File: src/rtl/vend_machine_param.sv
`default_nettype none
// +---------------------------------------------------------------------------+
// | Module   : vend_machine_param                                             |
// | Purpose  : Single-item vending controller. Coins add credit, reaching     |
// |            PRICE releases the item, overpayment is returned one 50-unit   |
// |            change pulse per cycle. The REFUND path for cancel exists only |
// |            when the macro VEND_CANCEL_EN is defined.                      |
// | Ports    : clk          - rising-edge clock                               |
// |            reset_n      - asynchronous active-low reset                   |
// |            coin_valid   - coin offered this cycle                         |
// |            coin_val     - coin value (50-unit steps)                      |
// |            cancel       - refund request (VEND_CANCEL_EN builds only)     |
// |            dispense_ack - mechanism has taken the item                    |
// |            coin_ready   - machine accepting coins (decoded from state)    |
// |            coin_reject  - one-cycle pulse, offered coin returned          |
// |            dispense     - item release request, held until ack           |
// |            change       - one-cycle pulse per change/refund unit          |
// |            credit       - held credit, registered                         |
// | Revision : 1.0 - initial release                                          |
// +---------------------------------------------------------------------------+
module vend_machine_param #(
   parameter int CREDIT_W   = 8,
   parameter int PRICE      = 3,
   parameter int MAX_CREDIT = 15
) (
   input  logic                clk,
   input  logic                reset_n,
   input  logic                coin_valid,
   input  logic [CREDIT_W-1:0] coin_val,
   input  logic                cancel,
   input  logic                dispense_ack,
   output logic                coin_ready,
   output logic                coin_reject,
   output logic                dispense,
   output logic                change,
   output logic [CREDIT_W-1:0] credit
);

   typedef enum logic [2:0] {
      ST_IDLE    = 3'd0,
      ST_COLLECT = 3'd1,
      ST_VEND    = 3'd2,
      ST_CHANGE  = 3'd3,
      ST_REFUND  = 3'd4
   } state_t;

   localparam logic [CREDIT_W-1:0] c_price = CREDIT_W'(PRICE);
   localparam logic [CREDIT_W-1:0] c_one   = CREDIT_W'(1);
   localparam logic [CREDIT_W:0]   c_max   = (CREDIT_W+1)'(MAX_CREDIT);

   state_t              state_q, state_d;
   logic [CREDIT_W-1:0] credit_q, credit_d;
   logic                dispense_q, dispense_d;
   logic                change_q, change_d;
   logic                coin_reject_q, coin_reject_d;

   // One extra bit so an over-limit sum can never wrap back under MAX_CREDIT.
   logic [CREDIT_W:0]   w_sum;
   logic                w_coin_ok;

`ifdef VEND_CANCEL_EN
   // A cancel arriving with a coin is remembered and acted on one cycle later.
   logic                cancel_pend_q, cancel_pend_d;
   logic                w_cancel_req;
   assign w_cancel_req = cancel | cancel_pend_q;
`else
   logic                w_unused_cancel;
   assign w_unused_cancel = cancel;
`endif

   assign coin_ready  = (state_q == ST_IDLE) || (state_q == ST_COLLECT);
   assign coin_reject = coin_reject_q;
   assign dispense    = dispense_q;
   assign change      = change_q;
   assign credit      = credit_q;

   assign w_sum     = {1'b0, credit_q} + {1'b0, coin_val};
   assign w_coin_ok = coin_valid && coin_ready && (coin_val != '0) && (w_sum <= c_max);

   always_comb begin
      state_d       = state_q;
      credit_d      = credit_q;
      dispense_d    = dispense_q;
      change_d      = 1'b0;
      coin_reject_d = coin_valid && !w_coin_ok;
`ifdef VEND_CANCEL_EN
      cancel_pend_d = 1'b0;
`endif
      case (state_q)
         ST_IDLE: begin
            if (w_coin_ok) begin
               credit_d = w_sum[CREDIT_W-1:0];
               state_d  = ST_COLLECT;
`ifdef VEND_CANCEL_EN
               cancel_pend_d = cancel;
`endif
            end
         end
         ST_COLLECT: begin
            if (credit_q >= c_price) begin
               // Vend has priority; a legal coin in this cycle still counts.
               state_d    = ST_VEND;
               dispense_d = 1'b1;
               credit_d   = (w_coin_ok ? w_sum[CREDIT_W-1:0] : credit_q) - c_price;
            end else if (w_coin_ok) begin
               credit_d = w_sum[CREDIT_W-1:0];
`ifdef VEND_CANCEL_EN
               cancel_pend_d = cancel;
            end else if (w_cancel_req && (credit_q != '0)) begin
               // First refund pulse issues on entry to REFUND.
               state_d  = (credit_q == c_one) ? ST_IDLE : ST_REFUND;
               change_d = 1'b1;
               credit_d = credit_q - c_one;
`endif
            end
         end
         ST_VEND: begin
            if (dispense_ack) begin
               dispense_d = 1'b0;
               if (credit_q != '0) begin
                  // First change pulse in the cycle right after the ack.
                  change_d = 1'b1;
                  credit_d = credit_q - c_one;
                  state_d  = (credit_q == c_one) ? ST_IDLE : ST_CHANGE;
               end else begin
                  state_d = ST_IDLE;
               end
            end
         end
         ST_CHANGE, ST_REFUND: begin
            if (credit_q != '0) begin
               change_d = 1'b1;
               credit_d = credit_q - c_one;
               if (credit_q == c_one) begin
                  state_d = ST_IDLE;
               end
            end else begin
               state_d = ST_IDLE;
            end
         end
         default: begin
            state_d    = ST_IDLE;
            credit_d   = '0;
            dispense_d = 1'b0;
         end
      endcase
   end

   always_ff @(posedge clk or negedge reset_n) begin
      if (!reset_n) begin
         state_q       <= ST_IDLE;
         credit_q      <= '0;
         dispense_q    <= 1'b0;
         change_q      <= 1'b0;
         coin_reject_q <= 1'b0;
`ifdef VEND_CANCEL_EN
         cancel_pend_q <= 1'b0;
`endif
      end else begin
         state_q       <= state_d;
         credit_q      <= credit_d;
         dispense_q    <= dispense_d;
         change_q      <= change_d;
         coin_reject_q <= coin_reject_d;
`ifdef VEND_CANCEL_EN
         cancel_pend_q <= cancel_pend_d;
`endif
      end
   end

endmodule
`default_nettype wire

File: config.mk
export PLATFORM = sky130hd
export DESIGN_NAME = vend_machine_param
export DESIGN_NICKNAME = d
export VERILOG_FILES = /design/src/rtl/vend_machine_param.sv
export SDC_FILE = /design/constraint.sdc
export NUM_CORES = 1
export LEC_CHECK = 0
export ABC_AREA = 1
export CORE_MARGIN = 2
export CORE_UTILIZATION = 55
export DETAILED_ROUTE_END_ITERATION = 16
export PLACE_DENSITY = 0.85
export SYNTH_ARGS = -nofsm -noshare
export SYNTH_HDL_FRONTEND = slang
export SYNTH_SLANG_ARGS = --single-unit
File: constraint.sdc
create_clock -name clk -period 4.2 [get_ports clk]
set_input_delay 1.26 -clock clk [delete_from_list [all_inputs] [get_ports clk]]
set_output_delay 1.26 -clock clk [all_outputs]
set_load 0.02 [all_outputs]
# [Yosys cells after proc, flatten, opt, wreduce, memory -nomap -nowiden]
# Index checks and enable logic that the tools add are counted.
[classes] n_addsub=3 order_cmp=2 n_eq_ne=9 mux=19 bitwise_logic=1 reduce_logical=13
[op_table] cell="8-bit two-way mux" n=4
[op_table] cell="8-bit one-hot mux with 4 select lines" n=1
[op_table] cell="8-bit nonzero test" n=2
[op_table] cell="3-bit two-way mux" n=5
[op_table] cell="3-bit one-hot mux with 4 select lines" n=1
[op_table] cell="8-bit by 8-bit adder with 9-bit output" n=1
[op_table] cell="9-bit by 4-bit <= comparator with 1-bit output (second input constant)" n=1
[op_table] cell="8-bit by 1-bit == test with 1-bit output (second input constant)" n=1
[op_table] cell="8-bit by 2-bit greater-or-equal comparator with 1-bit output (second input constant)" n=1
[op_table] cell="8-bit by 1-bit subtractor with 8-bit output (second input constant)" n=1
[op_table] cell="8-bit by 2-bit subtractor with 8-bit output (second input constant)" n=1
[op_table] cell="3-bit by 2-bit == test with 1-bit output (second input constant)" n=2
[op_table] cell="1-bit logical AND" n=4
[op_table] cell="1-bit two-way mux" n=4
[op_table] cell="2-bit two-way mux" n=2
[op_table] cell="2-bit inequality test (second input constant)" n=2
[op_table] cell="4-bit AND reduction" n=1
[op_table] cell="3-bit by 1-bit == test with 1-bit output (second input constant)" n=1
[op_table] cell="3-bit == test (second input constant)" n=1
[op_table] cell="3-bit zero test" n=1
[op_table] cell="3-bit inequality test (second input constant)" n=1
[op_table] cell="1-bit one-hot mux with 3 select lines" n=1
[op_table] cell="3-bit AND reduction" n=1
[op_table] cell="3-bit OR reduction" n=1
[op_table] cell="other kinds (6)" n=6
[word_totals] ff_bits=14 input_bits=13 out_inout_bits=12 word_cells=52

# [Longest topological paths before layout]
# Gate-level depths: netlist (run 1).
[depth] ltp_word=9 depth_mapped=22 depth_no_buf=22

# [Worst setup path after synthesis (run 1)]
# Ideal clock, no wire load.
[synth_path] kind="input to register" from="input coin_val[0]" to="register credit_q[2] (netlist: credit[2])" setup_ns=0.117 t_arrival_ns=3.359 t_required_ns=4.083 slack_ns=0.724 stages=20 n_path_buf=0 path_cell_list="ha_1 inv_1 fa_1 inv_1 nand2_1 nand2_1 nand3b_1 nand3_1 nand2_1 nor2_4 nand2_4 nand2_1 nand2_1 ha_1 nor2_1 nor2_1 o21ai_1 o211ai_1 nand2_1 nand2_1"
[synth_via] elab_chain_cells=7 elab_cells_between_ends=9 cone_classes="add/sub (2); order compare (1); mux (3); reduce/logical (3)"
[synth_rtl] item="start: declaration" line_no="29" text="input logic [CREDIT_W-1:0] coin_val,"
[synth_rtl] item="8-bit by 8-bit adder with 9-bit output / 8-bit nonzero test (equally long branches)" line_no="77, 78"
[synth_rtl] item="9-bit by 4-bit <= comparator with 1-bit output / 1-bit logical AND (equally long branches)" line_no="78" text="assign w_coin_ok = coin_valid && coin_ready && (coin_val != '0) && (w_sum <= c_max);"
[synth_rtl] item="1-bit logical AND" line_no="78"
[synth_rtl] item="8-bit two-way mux *" line_no="91, 105"
[synth_rtl] item="8-bit by 2-bit subtractor with 8-bit output" line_no="104" text="credit_d = (w_coin_ok ? w_sum[CREDIT_W-1:0] : credit_q) - c_price;"
[synth_rtl] item="8-bit two-way mux" line_no="100" text="if (credit_q >= c_price) begin"
[synth_rtl] item="8-bit one-hot mux with 4 select lines *" line_no="89" text="case (state_q)"
[synth_rtl] item="end signal: assignment" line_no="161" text="credit_q <= credit_d;"
[synth_rtl] item="end: declaration" line_no="52" text="logic [CREDIT_W-1:0] credit_q, credit_d;"
# Every way passes the cells marked *; elsewhere a longest branch is shown, timed or not.
# A chain may end at the register's enable or synchronous reset.

# [Worst setup path in the final report (run 1)]
[layout_path] from="input coin_val[0]" to="register credit_q[6] (netlist: credit[6])"
# Same word-level chain as after synthesis.

==> run summary, run 1 <==
The run gives 0.5866 as the starting density of the core. After synthesis, the mean cell area works out to 6.079 µm². The maximum count of clock buffers along a single path is 2.

Walking the worst path, the cells encountered are clkdlybuf4s50_1, ha_1, inv_1, fa_1, inv_1, nand2_1, nand2_1, nand3b_1, nand3_1, inv_1, nor2_4, nand2_2, nand2_1, nand2_1, ha_1, nor2_4, nand3b_1, nand3_1, nand2_1, nand2_1, nand2_1. The kind of cell with the highest combined delay along the critical path is simple AND/OR/NAND/NOR gates. In this run, post-CTS hold repair placed 0 buffers. Buffer type at the clock tree root: clkbuf_4. The number of global-route vias before repair is 1,650, and the leakage component of the power is 0.001184 µW. The cell with the biggest individual delay on the critical path is clkdlybuf4s50_1. For the number of standard cells after synthesis, the log shows 297. The logs give 0.2638 for the global-route total usage across every layer and 1 for the number of H-tree branching levels. Cell area reported after detailed placement: 0.002130 mm². The number of warnings issued by yosys was 0; the maximum VDD drop was 432.4 µV.

For the wire length of the first global-routing pass, the log shows 7.362 mm. The layer with the highest usage is met2. The run gives 0 as the total inserted antenna cells. The source-to-sink clock delay at the later pin of the worst-skew pair was 0.28 ns. Flip-flop cell with the highest count after synthesis: dfrtp_1. The number of gates resized after CTS was 0.

Summed over all failing endpoints, the final setup total negative slack is 0 ns. Global routing finished with a remaining overflow of 0. The met3 usage in global routing came out at 0.01261. The half-perimeter wire length after detailed placement was 3.737 mm; the via count normalized by instance count was 5.019. The actual transition at the worst max-transition pin was 0.5753 ns. TritonCTS built the clock tree. The number of sinks on the clock net was 13.

The arrival time reported for the critical path endpoint was 4.09 ns; the share of post-route cells with drive strength above 1 was 0.1030. For the finished layout, the period the worst path requires is 3.911 ns. In this run the horizontal extent of the chip is 61.30 µm.

Port buffering added 23 buffers. The logs give 0.1802 for the post-synthesis sequential area ratio and 0.6152 for the worst relative slew slack. The remaining antenna violation count after routing is 0. The run gives 0.4498 as the global routing usage on met2. The initial antenna violation count is 0, and the DRC violations left is 0. The die covers 0.003757 mm².

The proportion of register bits with asynchronous set or reset after synthesis was 1.000. The area of the placeable core is 0.003078 mm², and the floorplan die height is 61.30 µm. The number of setup buffers added after CTS is 0.

Along the worst path, the maximum fanout reaches 5. After clock tree synthesis, the clock-pin slew on the worst setup and hold paths is 0.08 ns. The synthesized design contains 13 register bits.

The first routing iteration left 74 violations. Derived from the worst setup path, the maximum achievable clock frequency is 255.7 MHz. The tools report the met1 routing resource usage after global routing as 0.3755. The cell area after layout was 0.002157 mm². Total power density per cell area: 745.3 mW/mm².

Setup repair after global routing left no endpoint under its margin. The tools report the sort of element at the end of the critical path as a register. Before antenna repair, the detailed router went through 4 iterations. Last weighted congestion value of the routability-driven placer: 0.9834. Across the run, the number of max-cap violations was 0. Counting both buffers and inverters, the worst setup path holds a total of 4. The cell occurring most often along the worst timing path is nand2_1. After detailed routing, the average wire length per cell comes to 12.14 µm.

Data on the critical path is required at its endpoint by 4.38 ns. Synthesized cell area: 0.001805 mm². In this design, the stage delay of the slowest critical-path cell is 0.50 ns. STA classifies the critical path startpoint as an input port. The logs give 3 for the number of clock buffers inserted by TritonCTS and 4.541 mm for the total wire length. The start-to-end type of the worst setup path was input port to register.

In this run the worst hold path is classified as register to register. The logs give 362 for the number of nets in the layout and 328 for the net count after synthesis. The tools report the number of slew-limit violations in the final report as 0. For the number of hold violations in the final report, the log shows 0. Entering global routing, the biggest net connects 14 pins.

Setup violations remaining at the end of the flow were counted as 0. The run gives 0.001177 ns as the clock tree skew after final layout. The flow ran to the end, and the final reports show no timing, DRC or antenna violations. The layout overhead on the synthesized area was 19.47%. The part of the cycle the worst path needs works out to 0.9312. Detailed routing inserted a total of 1,877 vias.

For the count of distinct cell types in the synthesized netlist, the log shows 30. The number of enable-type register cells in the synthesized netlist was 0; the number of standard-cell rows in the floorplan was 20. Pin placement for this block handled 25 I/O pins.
-- worst register-to-register path: cells and delay by family (launching register included) --
kind	cells	cell delay, ns
flops	1	0.50
simple gates	14	1.30
fa+ha+maj	2	0.70
buf+inv	3	0.38
-- sequential cells by signal, summed over array words and instances, names as in the netlist --
name and cells:
coin_reject 1, change 1, credit 8, state_q 2, dispense 1
-- report_power, final --
group          switching [µW]  internal, µW  leakage (µW)  total [µW]
Combinational             789           481       0.00100        1270
Clock                    44.7          35.3     0.0000177        80.0
Sequential               81.3           177      0.000166         259
Total                     915           693       0.00118        1610
-- final timing paths --
path                                  start    endpoint  slack, ns  cells after the start
worst max register to register    credit[1]   credit[6]       1.23                     19
worst min register to register     dispense    dispense       0.50                      2
worst max-delay path            coin_val[0]   credit[6]       0.29                     21
max in group asynchronous           reset_n   credit[1]       2.49                      1
worst min-delay path               dispense    dispense       0.50                      2
min in group asynchronous           reset_n  state_q[0]       1.34                      1
-- through the flow --
| step | hold WS (ns) | cells | power (µW) | worst slack [ns] | util |
|---|---|---|---|---|---|
| after floorplan | 0.5067 | 297 | 1172 | 0.7243 | - |
| after global placement | 0.4731 | 370 | 1503 | 0.07006 | 0.6919 |
| after detailed placement | 0.4767 | 370 | 1521 | 0.007463 | 0.6919 |
| after CTS | 0.5011 | 374 | 1606 | 0.2996 | 0.7008 |
| after global routing | 0.5177 | 374 | 1775 | 0.05107 | 0.7008 |
| final | 0.4988 | 374 | 1608 | 0.2891 | 0.7008 |
-- layer usage --
metal / routed length, µm / vias up
met4: 70 / 0
met2: 2080 / 53
met1: 2216 / 812
li1: - / 1003
met3: 173 / 9
met5: 0 / -
-- cells in the mapped netlist, types with 2 or more instances --
master    count  area (µm²)
nand2_1      96       360.4
inv_1        51       191.4
nand3_1      26       130.1
nor2_1       24       90.09
ha_1         17       212.7
o21ai_0      14       70.07
dfrtp_1      13       325.3
a21oi_1       9       45.04
nand2_2       7       43.79
nor2_4        6       67.56
nand3b_1      5       37.54
nor2_2        4       25.02
nor3_1        4       20.02
o211ai_1      3       22.52
nand3_2       2       20.02
or2_2         2       12.51
-- cell usage in the layout (no fill, tap or decap), drive strengths merged, types with 2 or more instances in the layout --
cell,count
ha,17
clkbuf,3
dfrtp,13
o211ai,3
nand2,104
nand3,29
o21ai,15
buf,7
clkdlybuf4s50,23
nand3b,5
or2,3
nor2,34
inv,51
nor3,4
clkinv,2
a21oi,9
-- cells by family after synthesis --
kind of cell / synth area share
adder cells (fa/ha/maj): 0.1289
AND/OR/NAND/NOR: 0.4699
buffers and inverters: 0.1157
flip-flops: 0.1802
XOR/XNOR: 0.009704
AO/OA/AOI/OAI: 0.09564
-- layout make-up --
| cell class | count | area, µm² |
|---|---|---|
| clock buffer | 3 | 22.52 |
| inverter | 52 | 195.2 |
| fill | 297 | 920.9 |
| timing repair buffer | 30 | 282.8 |
| clock inverter | 1 | 5.005 |
| tap | 44 | 55.05 |
| sequential | 13 | 325.3 |
| multi-input combinational | 231 | 1271 |
No activity file was read; power rests on OpenSTA's default activity.
==> run 2: changes to the inputs <==
--- a/config.mk
+++ b/config.mk
@@ -8,6 +8,7 @@
 export ABC_AREA = 1
 export CORE_MARGIN = 2
 export CORE_UTILIZATION = 55
+export CTS_CLUSTER_DIAMETER = 60
 export DETAILED_ROUTE_END_ITERATION = 16
 export PLACE_DENSITY = 0.85
 export SYNTH_ARGS = -nofsm -noshare
==> results of run 2 <==
No change in the layout: final DEF, timing and power equal those of run 1.
==> run 3: changes to the inputs <==
--- a/config.mk
+++ b/config.mk
@@ -6,6 +6,7 @@
 export NUM_CORES = 1
 export LEC_CHECK = 0
 export ABC_AREA = 1
+export CORE_ASPECT_RATIO = 2
 export CORE_MARGIN = 2
 export CORE_UTILIZATION = 55
 export CTS_CLUSTER_DIAMETER = 60
==> run summary, run 3 (synthesis gave the netlist of run 1 again) <==
The highest achievable clock rate is 255.3 MHz (was 255.7 MHz), and the final number of setup-violating endpoints is 0 (unchanged). The tools report the maximum VDD drop as 528.2 µV (was 432.4 µV). The run gives 0.25 ns (was 0.28 ns) as the source-to-sink clock delay at the later pin of the worst-skew pair. The floorplan die height is 85.03 µm (was 61.30 µm), and the clock power share is 0.069 (was 0.050).

DRC violations left: 0 (unchanged). The delay of the slowest cell on the worst path is 0.48 ns (was 0.50 ns), and the total power density per cell area is 763.7 mW/mm² (was 745.3 mW/mm²). The fraction of power consumed by sequential logic was 0.155 (was 0.161).

Setup repair after global routing left no endpoint under its margin. The remaining antenna violation count after routing was 0 (unchanged). The tools report the sum of internal, switching and leakage power as 1637 µW (was 1608 µW). The number of hold violations in the final report is 0 (unchanged), and the part of the cycle the worst path needs is 0.9327 (was 0.9312). The wire length of the first global-routing pass is 7.507 mm (was 7.362 mm). The wire length per cell after detailed routing was 12.67 µm (was 12.14 µm). The number of buffers inserted by post-CTS setup repair is 0 (unchanged). The area of the placeable core is 0.003157 mm² (was 0.003078 mm²), and the via count normalized by instance count is 5.365 (was 5.019).

Top library cells by usage in the layout, fill and taps aside: nand2_1, inv_1, nand3_1 (unchanged). The half-perimeter wire length after detailed placement came out at 3.812 mm (was 3.737 mm). The logs give 1,926 (was 1,877) for the count of vias placed by the detailed router and 0.5777 (was 0.6152) for the worst relative slew slack.

Critical path startpoint: coin_val[0] (unchanged). The number of global-route vias before repair came out at 1,888 (was 1,650). The clock tree skew after final layout is 0.005905 ns (was 0.001177 ns), and the maximum count of clock buffers along a single path is 2 (unchanged).

The tools report the number of iterations in the first detailed-routing pass as 4 (unchanged). The buffer type at the clock tree root was clkbuf_8 (was clkbuf_4). The number of slew-limit violations in the final report is 0 (unchanged), and the number of sinks on the clock net is 13 (unchanged). The hold path startpoint was dispense (unchanged).

The cell area reported after detailed placement was 0.002098 mm² (was 0.002130 mm²); the arrival time reported for the critical path endpoint was 4.05 ns (was 4.09 ns). The tools report the last weighted congestion value of the routability-driven placer as 0.8816 (was 0.9834). TritonCTS built the clock tree. Startpoint of the most critical register-to-register path: credit[0] (was credit[1]).

The tools report the internal power contribution as 722.6 µW (was 693.1 µW). The number of clock buffers inserted by TritonCTS came out at 3 (unchanged). The net switching fraction of the power is 0.5586 (was 0.5689).

The initial antenna violation count is 0 (unchanged), and the number of buffers inserted by hold repair at cts is 0 (unchanged). The maximum number of pins on one net before global-route repair was 14 (unchanged). The run gives 25 (unchanged) as the I/O pin count. The share of post-route cells with drive strength above 1 came out at 0.09451 (was 0.1030). The sort of element at the end of the critical path is a register (unchanged). The startpoint class of the critical path was an input port (unchanged). Worst hold path class: register to register (unchanged). The relative contribution of combinational cells to total power is 0.777 (was 0.789), and the number of buffer cells added on primary ports is 23 (unchanged).

The cell occurring most often along the worst timing path is nand2_1 (unchanged). The minimum clock period after layout works out to 3.917 ns (was 3.911 ns). Total wire length: 4.550 mm (was 4.541 mm). The global-route congestion overflow total is 0 (unchanged), and the total inserted antenna cells is 0 (unchanged). The cell area after layout is 0.002143 mm² (was 0.002157 mm²), and the number of H-tree branching levels is 1 (unchanged). The layout overhead on the synthesized area came out at 18.71% (was 19.47%). The total negative slack for setup checks is 0 ns (unchanged). The flip-flop count of the largest register after layout is 8 (unchanged), and the worst path required time is 4.34 ns (was 4.38 ns). Start-to-end type of the worst setup path: input port to register (unchanged).

Cells along the critical path: clkdlybuf4s50_1, ha_1, inv_1, fa_1, inv_1, nand2_1, nand2_1, nand3b_1, nand3_1, nand2_1, nor2_4, nand2_4, nand2_1, nand2_1, ha_1, nor2_4, nand3_1, nand3_1, nand3_1, nand2_1, nand2_1 (was clkdlybuf4s50_1, ha_1, inv_1, fa_1, inv_1, nand2_1, nand2_1, nand3b_1, nand3_1, inv_1, nor2_4, nand2_2, nand2_1, nand2_1, ha_1, nor2_4, nand3b_1, nand3_1, nand2_1, nand2_1, nand2_1). The max-capacitance violation count was 0 (unchanged); the number of nets in the layout was 360 (was 362). The post-cts gate resize count came out at 0 (unchanged). The floorplan die area came out at 0.003785 mm² (was 0.003757 mm²).

Most common cell after layout, fill and taps aside: nand2_1 (unchanged). Leakage component of the power: 0.001180 µW (was 0.001184 µW). The net switching power was 914.3 µW (was 914.7 µW); the clock input transition at the sequential cells of the worst setup and hold paths was 0.06 ns (was 0.08 ns). The run gives 0.2615 (was 0.2638) as the global-route total usage across every layer. The tools report the starting density of the core as 0.5719 (was 0.5866).

For the number of standard-cell rows in the floorplan, the log shows 29 (was 20). The count of routing violations after the opening detailed-route iteration came out at 52 (was 74). The die span in x works out to 44.52 µm (was 61.30 µm).

The cell with the biggest individual delay on the critical path is clkdlybuf4s50_1 (unchanged). The run finished with clean final reports. The maximum fanout along the worst path is 5 (unchanged), and the actual transition at the worst max-transition pin is 0.6314 ns (was 0.5753 ns).
run 3: cell count changes in the layout (fill, tap and decap cells not counted):
cell      change
clkbuf_8      +3
clkinv_2      -1
clkbuf_4      -3
clkbuf_1      +1
buf_4         -2
run 3: metrics by stage:
| stage | setup slack (ns) | hold slack [ns] | util | std cells |
|---|---|---|---|---|
| 3_3_place_gp | 0.05592 | 0.4815 | 0.6647 | 355 |
| 2_1_floorplan | 0.7243 | 0.5067 | - | 297 |
| 5_1_grt | 0.05081 | 0.5583 | 0.6790 | 359 |
| 6_report | 0.2828 | 0.4955 | 0.6790 | 359 |
| 3_5_place_dp | 0.02276 | 0.4880 | 0.6647 | 355 |
| 4_1_cts | 0.2750 | 0.5000 | 0.6790 | 359 |
run 3: path summary, 6_finish.rpt:
kind | to | slack, ns | depth (start not counted)
max in group asynchronous | state_q[0] | 2.39 | 1
max reg2reg | credit[4] | 1.23 | 20
min in group asynchronous | credit[3] | 1.41 | 1
min reg2reg | dispense | 0.50 | 2
min | dispense | 0.50 | 2
max | credit[4] | 0.28 | 21
run 3: worst max-delay path: cells and delay by family:
family | cells | cell delay, ns
and+or+nand+nor | 15 | 1.38
adders and majority gates | 3 | 0.78
buffers and inverters | 3 | 0.63
run 3: layout make-up:
cell class                      count  area, µm²
Sequential cell                    13      325.3
Multi-Input combinational cell    231       1271
Timing Repair Buffer               28      267.8
Tap cell                           31      38.79
Inverter                           52      195.2
Clock buffer                        4      45.04
Fill cell                         297       1013
run 3: routing by layer:
metal  wire [µm]  vias to the layer above  share of wire  global-route usage
met4         193                        0          0.042              0.1405
met2        2648                       47           0.58              0.5178
met3         134                       18          0.029             0.01489
met1        1575                      864           0.35              0.2380
li1            -                      997              -                   -
met5           0                        -              0                   0
run 3: power by group through the flow:
stage,clock network [µW],registers (µW),logic [µW]
4_1_cts,114,251,1270
3_3_place_gp,0,252,1240
5_1_grt,119,260,1440
3_5_place_dp,0,253,1260
6_report,112,253,1270
2_1_floorplan,0,276,895
==> patch 1 (config.mk and constraints of run 1) <==
Change the parameter `CREDIT_W` from 8 to 10.
--- a/src/rtl/vend_machine_param.sv
+++ b/src/rtl/vend_machine_param.sv
@@ -19,7 +19,7 @@
 // | Revision : 1.0 - initial release                                          |
 // +---------------------------------------------------------------------------+
 module vend_machine_param #(
-   parameter int CREDIT_W   = 8,
+   parameter int CREDIT_W   = 10,
    parameter int PRICE      = 3,
    parameter int MAX_CREDIT = 15
 ) (
Ports: changed (resized coin_val and credit); port bits go from 25 to 29. No check against the original RTL was run, so the function may have changed too.
==> patch 1 against run 1 <==
Final area increased by 35%. Via count rose by 40%. Sequential cell count up 2. Total power up 31%. Sequential share of layout area shrank 2.2 points. Area after synthesis increased by 22%. Worst setup slack lost 0.067 ns. Routed wire length is 41% higher. Largest cell class unchanged.
==> patch 1: results (changes against run 1) <==
Number of buffers on the longest clock path: 2 (unchanged). The via count of the first global-routing pass was 2345 (+42%); the number of distinct standard cells referenced by the synthesized netlist was 36 (+20%). The tools report the first-pass iteration count of the detailed router as 10 (+6). The worst clock skew is 0.00212 ns (+0.000946 ns). The logs give 0 (unchanged) for the initial antenna violation count and 4.12 ns (+0.03 ns) for the endpoint arrival time on the critical path.

The logs give 468 (+25%) for the final instance count without filler cells and 403 (+23%) for the post-synthesis net count. The worst hold path belongs to the class flop to flop. The logs give 275 (+270%) for the detailed router's first-iteration violation count and 3 (unchanged) for the number of buffers created by CTS.

The run gives 0 (unchanged) as the number of warnings reported in the yosys synthesis log. The commonest cells after synthesis are 116 x sky130_fd_sc_hd__nand2_1, 54 x sky130_fd_sc_hd__inv_1, 39 x sky130_fd_sc_hd__nand3_1, 39 x sky130_fd_sc_hd__nor2_1, 19 x sky130_fd_sc_hd__ha_1. Ratio of cells with drive above 1 in the final layout: 0.188 (+0.0851). The fraction of registers with async set or reset after synthesis came out at 1.00 (unchanged). The run finished with clean final reports.

The transition time at the pin with the least slew margin came out at 0.707 ns (+0.132 ns). The post-detailed-route wirelength per cell works out to 13.7 um (+13%). The largest fanout of any net on the critical path is 4 (-1), and the pin count of the biggest net entering global routing is 16 (+2).

The run gives 2630 (+40%) as the via count. For this design, the slowest cell found on the critical path is sky130_fd_sc_hd__clkdlybuf4s50_1. The flip-flop count of the largest register, all copies and words added was 10 (+2).

For the sequential cell area fraction in the yosys report, the log shows 0.171 (-0.00953). Root buffer cell: sky130_fd_sc_hd__clkbuf_8. The leakage power of the design came out at 1.61 nW (+36%).

The number of H-tree levels is 1 (unchanged). Among all flip-flop cells after synthesis, the most frequent one is sky130_fd_sc_hd__dfrtp_1. The tools report the routability congestion estimate as 0.903 (-8.2%).

For the clock insertion delay at the later pin of the skew report, the log shows 0.25 ns (-0.03 ns). Ranked by total cell area, the synthesized netlist is headed by sky130_fd_sc_hd__nand2_1 20%, sky130_fd_sc_hd__dfrtp_1 17%, sky130_fd_sc_hd__ha_1 11%. The number of nets in the finished design was 456 (+26%). The post-detailed-placement half-perimeter wirelength is 4.61 mm (+23%), and the post-CTS clock slew at the launch and capture registers of the worst setup and hold paths is 0.06 ns (-0.02 ns). The count of filler cells inserted in the layout came out at 280 (-5.7%). The maximum cell stage delay along the critical path was 0.48 ns (-0.02 ns). For the wire length of the first global-routing pass, the log shows 10.1 mm (+37%). The global-route usage over all layers was 0.290 (+0.0261); the maximum VDD drop was 0.474 mV (+9.5%).

The number of buffers inserted by port buffering works out to 27 (+17%). The run gives 368 (+24%) as the gate count of the mapped netlist. The number of inserted diodes is 0 (unchanged).
[patch 1: path summary, 6_finish.rpt]
| path | startpoint | to | slack, ns | cells past startpoint |
|---|---|---|---|---|
| min | dispense$_DFFE_PN0P_ | dispense$_DFFE_PN0P_ | 0.50 | 2 |
| max in group asynchronous | reset_n | credit[4]$_DFFE_PN0P_ | 2.33 | 1 |
| min reg2reg | dispense$_DFFE_PN0P_ | dispense$_DFFE_PN0P_ | 0.50 | 2 |
| min in group asynchronous | reset_n | coin_reject$_DFF_PN0_ | 1.43 | 1 |
| max | coin_val[7] | credit[8]$_DFFE_PN0P_ | 0.22 | 23 |
| max reg2reg | state_q[0]$_DFFE_PN0P_ | credit[8]$_DFFE_PN0P_ | 0.90 | 21 |
[patch 1: layout make-up]
cell class	count	area share
clock buffers	3	0.0141
clock inverters	1	0.00171
inverters	58	0.0754
multi-input cells	292	0.600
flip-flops and latches	15	0.128
well taps	48	0.0206
repair buffers	51	0.159
[patch 1: layer usage]
layer	up-vias	track usage	routed length, um
li1	1295	-	-
met1	1177	0.385	2760
met2	141	0.491	2970
met3	17	0.0500	585
met4	0	0.0638	88
met5	-	0	0
[patch 1: worst max-delay path: cells and delay by family]
kind | cells | cell delay (ns)
fa+ha+maj | 2 | 0.52
simple gates | 18 | 1.70
compound gates | 1 | 0.06
buf+inv | 2 | 0.58
[patch 1: logic make-up after synthesis]
| kind of cell | count (synthesis) | synth area share |
|---|---|---|
| AOI/OAI and AO/OA | 38 | 0.104 |
| DFF | 15 | 0.171 |
| buffers and inverters | 61 | 0.110 |
| and+or+nand+nor | 229 | 0.479 |
| xor gates and xnor gates | 5 | 0.0199 |
| adders and majority gates | 20 | 0.117 |
[patch 1: timing repair]
item | CTS | global route
pin swaps | 6 | 9
endpoints found under the setup margin | 3 | 7
gates resized for setup | 5 | 32
setup buffers | 1 | 1
[patch 1: per-stage QoR]
stage	instance area (um2)	worst slack (ns)	hold slack (ns)
6_report	2920	0.222	0.501
5_1_grt	2920	-0.0493	0.546
4_1_cts	2740	0.0658	0.504
3_5_place_dp	2670	-0.436	0.489
3_3_place_gp	2670	-0.370	0.475
2_1_floorplan	2200	0.183	0.507
[patch 1: power by group]
part / total [mW] / switching, mW / internal [mW]
clock network: 0.122 / 0.0562 / 0.0659
registers: 0.309 / 0.106 / 0.203
logic: 1.68 / 1.01 / 0.670
total: 2.11 / 1.17 / 0.939
==> patch 2 (flow settings as in run 1) <==
Made on the original files. Register the output `credit` once more, cleared by the reset; this adds one clock of latency there. The other outputs are not delayed to match. Comments in the files are not updated.
--- a/src/rtl/vend_machine_param.sv
+++ b/src/rtl/vend_machine_param.sv
@@ -72,7 +72,13 @@
    assign coin_reject = coin_reject_q;
    assign dispense    = dispense_q;
    assign change      = change_q;
-   assign credit      = credit_q;
+   always_ff @(posedge clk or negedge reset_n) begin
+      if (!reset_n) begin
+         credit <= '0;
+      end else begin
+         credit <= credit_q;
+      end
+   end
 
    assign w_sum     = {1'b0, credit_q} + {1'b0, coin_val};
    assign w_coin_ok = coin_valid && coin_ready && (coin_val != '0) && (w_sum <= c_max);
Function: changed (Yosys sat finds a counterexample within 4 cycles, from zero or initial values and one cycle with reset_n low).
==> patch 2 against run 1 <==
Worst hold slack worse by 0.052 ns. Total power rose by 10%. Routed wire length decreased by 2.2%. Worst setup slack improved by 0.0086 ns. Area after synthesis grew 10%. Core utilization is 1.1 points lower. Synthesized cell count fell by 0.67%. Sequential cell count increased by 8. Final cell count stayed put. Clock power up 23%. Final area grew 9.3%. Highest routed layer is now met3.
==> patch 2: results (changes against run 1) <==
The tools report the final worst hold slack as 0.446 ns (-0.0525 ns). Yosys attributes the largest share of cell area to sky130_fd_sc_hd__dfrtp_1 26%, sky130_fd_sc_hd__nand2_1 14%, sky130_fd_sc_hd__ha_1 11%. The length of routed wiring on met1 came out at 2.03 mm (-8.2%). The run gives 1.27 nW (+7.3%) as the leakage power of the design. The tools report the endpoint arrival time on the critical path as 4.11 ns (+0.02 ns). For the register-to-register setup slack, the log shows 1.19 ns (-0.04 ns).

The logic depth of the worst register-to-register path was 22 (+3); the maximum VDD drop was 0.412 mV (-4.7%). The ratio of cells with drive above 1 in the final layout was 0.140 (+0.0372). The xor-xnor portion of the synthesized cell area came out at 0.0132 (+0.00352).

The post-placement setup slack is -0.123 ns (-0.130 ns). The run gives 1922 (+2.4%) as the via count. The post-detailed-placement half-perimeter wirelength is 3.41 mm (-8.9%), and the met2 global-route usage is 0.375 (-0.0748). The global routing met1 resource utilization came out at 0.331 (-0.0440). The number of distinct standard cells referenced by the synthesized netlist came out at 33 (+10%). The instance area at placement was 2320 um2 (+8.9%). The depth of the worst hold-timing path is 0 (-2). The post-CTS clock slew at the launch and capture registers of the worst setup and hold paths was 0.11 ns (+0.03 ns). The aggregate routed wire length was 4.44 mm (-2.2%). Launch point of the worst hold path: credit_q[6]$_DFFE_PN0P_. For the global-route usage over all layers, the log shows 0.230 (-0.0340). The via count of the first global-routing pass came out at 1694 (+2.7%). The transition time at the pin with the least slew margin was 0.953 ns (+0.377 ns). For the number of nets in the finished design, the log shows 360 (-0.55%). The worst clock skew came out at 0.00760 ns (+0.00643 ns). The run finished with clean final reports. The post-synthesis average cell area came out at 6.74 um2 (+11%). The highest metal layer with signal wires was met3. The tools report the met3 usage in global routing as 0.0335 (+0.0208). The routability congestion estimate is 0.886 (-10%). The mean number of vias per cell works out to 5.14 (+2.4%). In this run the critical register-to-register path is launched from credit_q[0]$_DFFE_PN0P_. The sequential cell area fraction in the yosys report came out at 0.264 (+0.0843).

The fraction of the mapped netlist area in compound gates is 0.108 (+0.0127), and the amount of wire on met3 after detailed routing is 299 um (+73%). For the pin count of the biggest net entering global routing, the log shows 22 (+8). The first-pass iteration count of the detailed router was 5 (+1); the largest fanout of any net on the critical path was 4 (-1).

For the wire length of the first global-routing pass, the log shows 7.60 mm (+3.2%). The end of the worst register-to-register path was credit_q[4]$_DFFE_PN0P_.
[patch 2: cell count changes in the layout (fill, tap and decap cells not counted), sizes merged, moves of 2 or more]
| cell | change |
|---|---|
| dfrtp | +8 |
| nand3b | -3 |
| o21ai | +7 |
| nand3 | -3 |
| nor2 | +2 |
| nand4 | +3 |
| inv | +5 |
| nor3 | -2 |
| nand2 | -17 |
[patch 2: how the worst max path moves through the flow]
stage,startpoint,to,slack (ns),cells past startpoint
after global routing,coin_val[0],credit_q[4]$_DFFE_PN0P_,0.02,23
after CTS,coin_val[0],credit_q[4]$_DFFE_PN0P_,0.21,23
after global placement,coin_val[0],credit_q[4]$_DFFE_PN0P_,-0.06,23
after detailed placement,coin_val[0],credit_q[4]$_DFFE_PN0P_,-0.12,23
final,coin_val[0],credit_q[4]$_DFFE_PN0P_,0.30,23
after floorplan,coin_val[0],credit_q[4]$_DFFE_PN0P_,0.58,22
[patch 2: cells by family (layout without fill, tap and decap cells)]
logic type                 after synthesis  in the layout
AOI/OAI and AO/OA                       37             37
xor gates and xnor gates                 3              3
and+or+nand+nor                        159            159
DFF                                     21             21
adders and majority gates               18             18
buffers and inverters                   57             90
[patch 2: report_power, final]
group	switching, mW	internal, mW	total [mW]
clock network	0.0632	0.0356	0.0988
registers	0.0727	0.282	0.355
logic	0.815	0.506	1.32
[patch 2: final cells by class]
cell class | instances | area (um2)
fillers | 292 | 1060
repair buffers | 30 | 283
well taps | 46 | 57.6
flip-flops and latches | 21 | 526
multi-input cells | 217 | 1250
clock inverters | 1 | 5.00
inverters | 56 | 210
clock buffers | 3 | 22.5
[patch 2: repair_timing]
item	CTS	global route
setup endpoints to repair	0	2
hold buffers	0	0
resized for setup	0	3
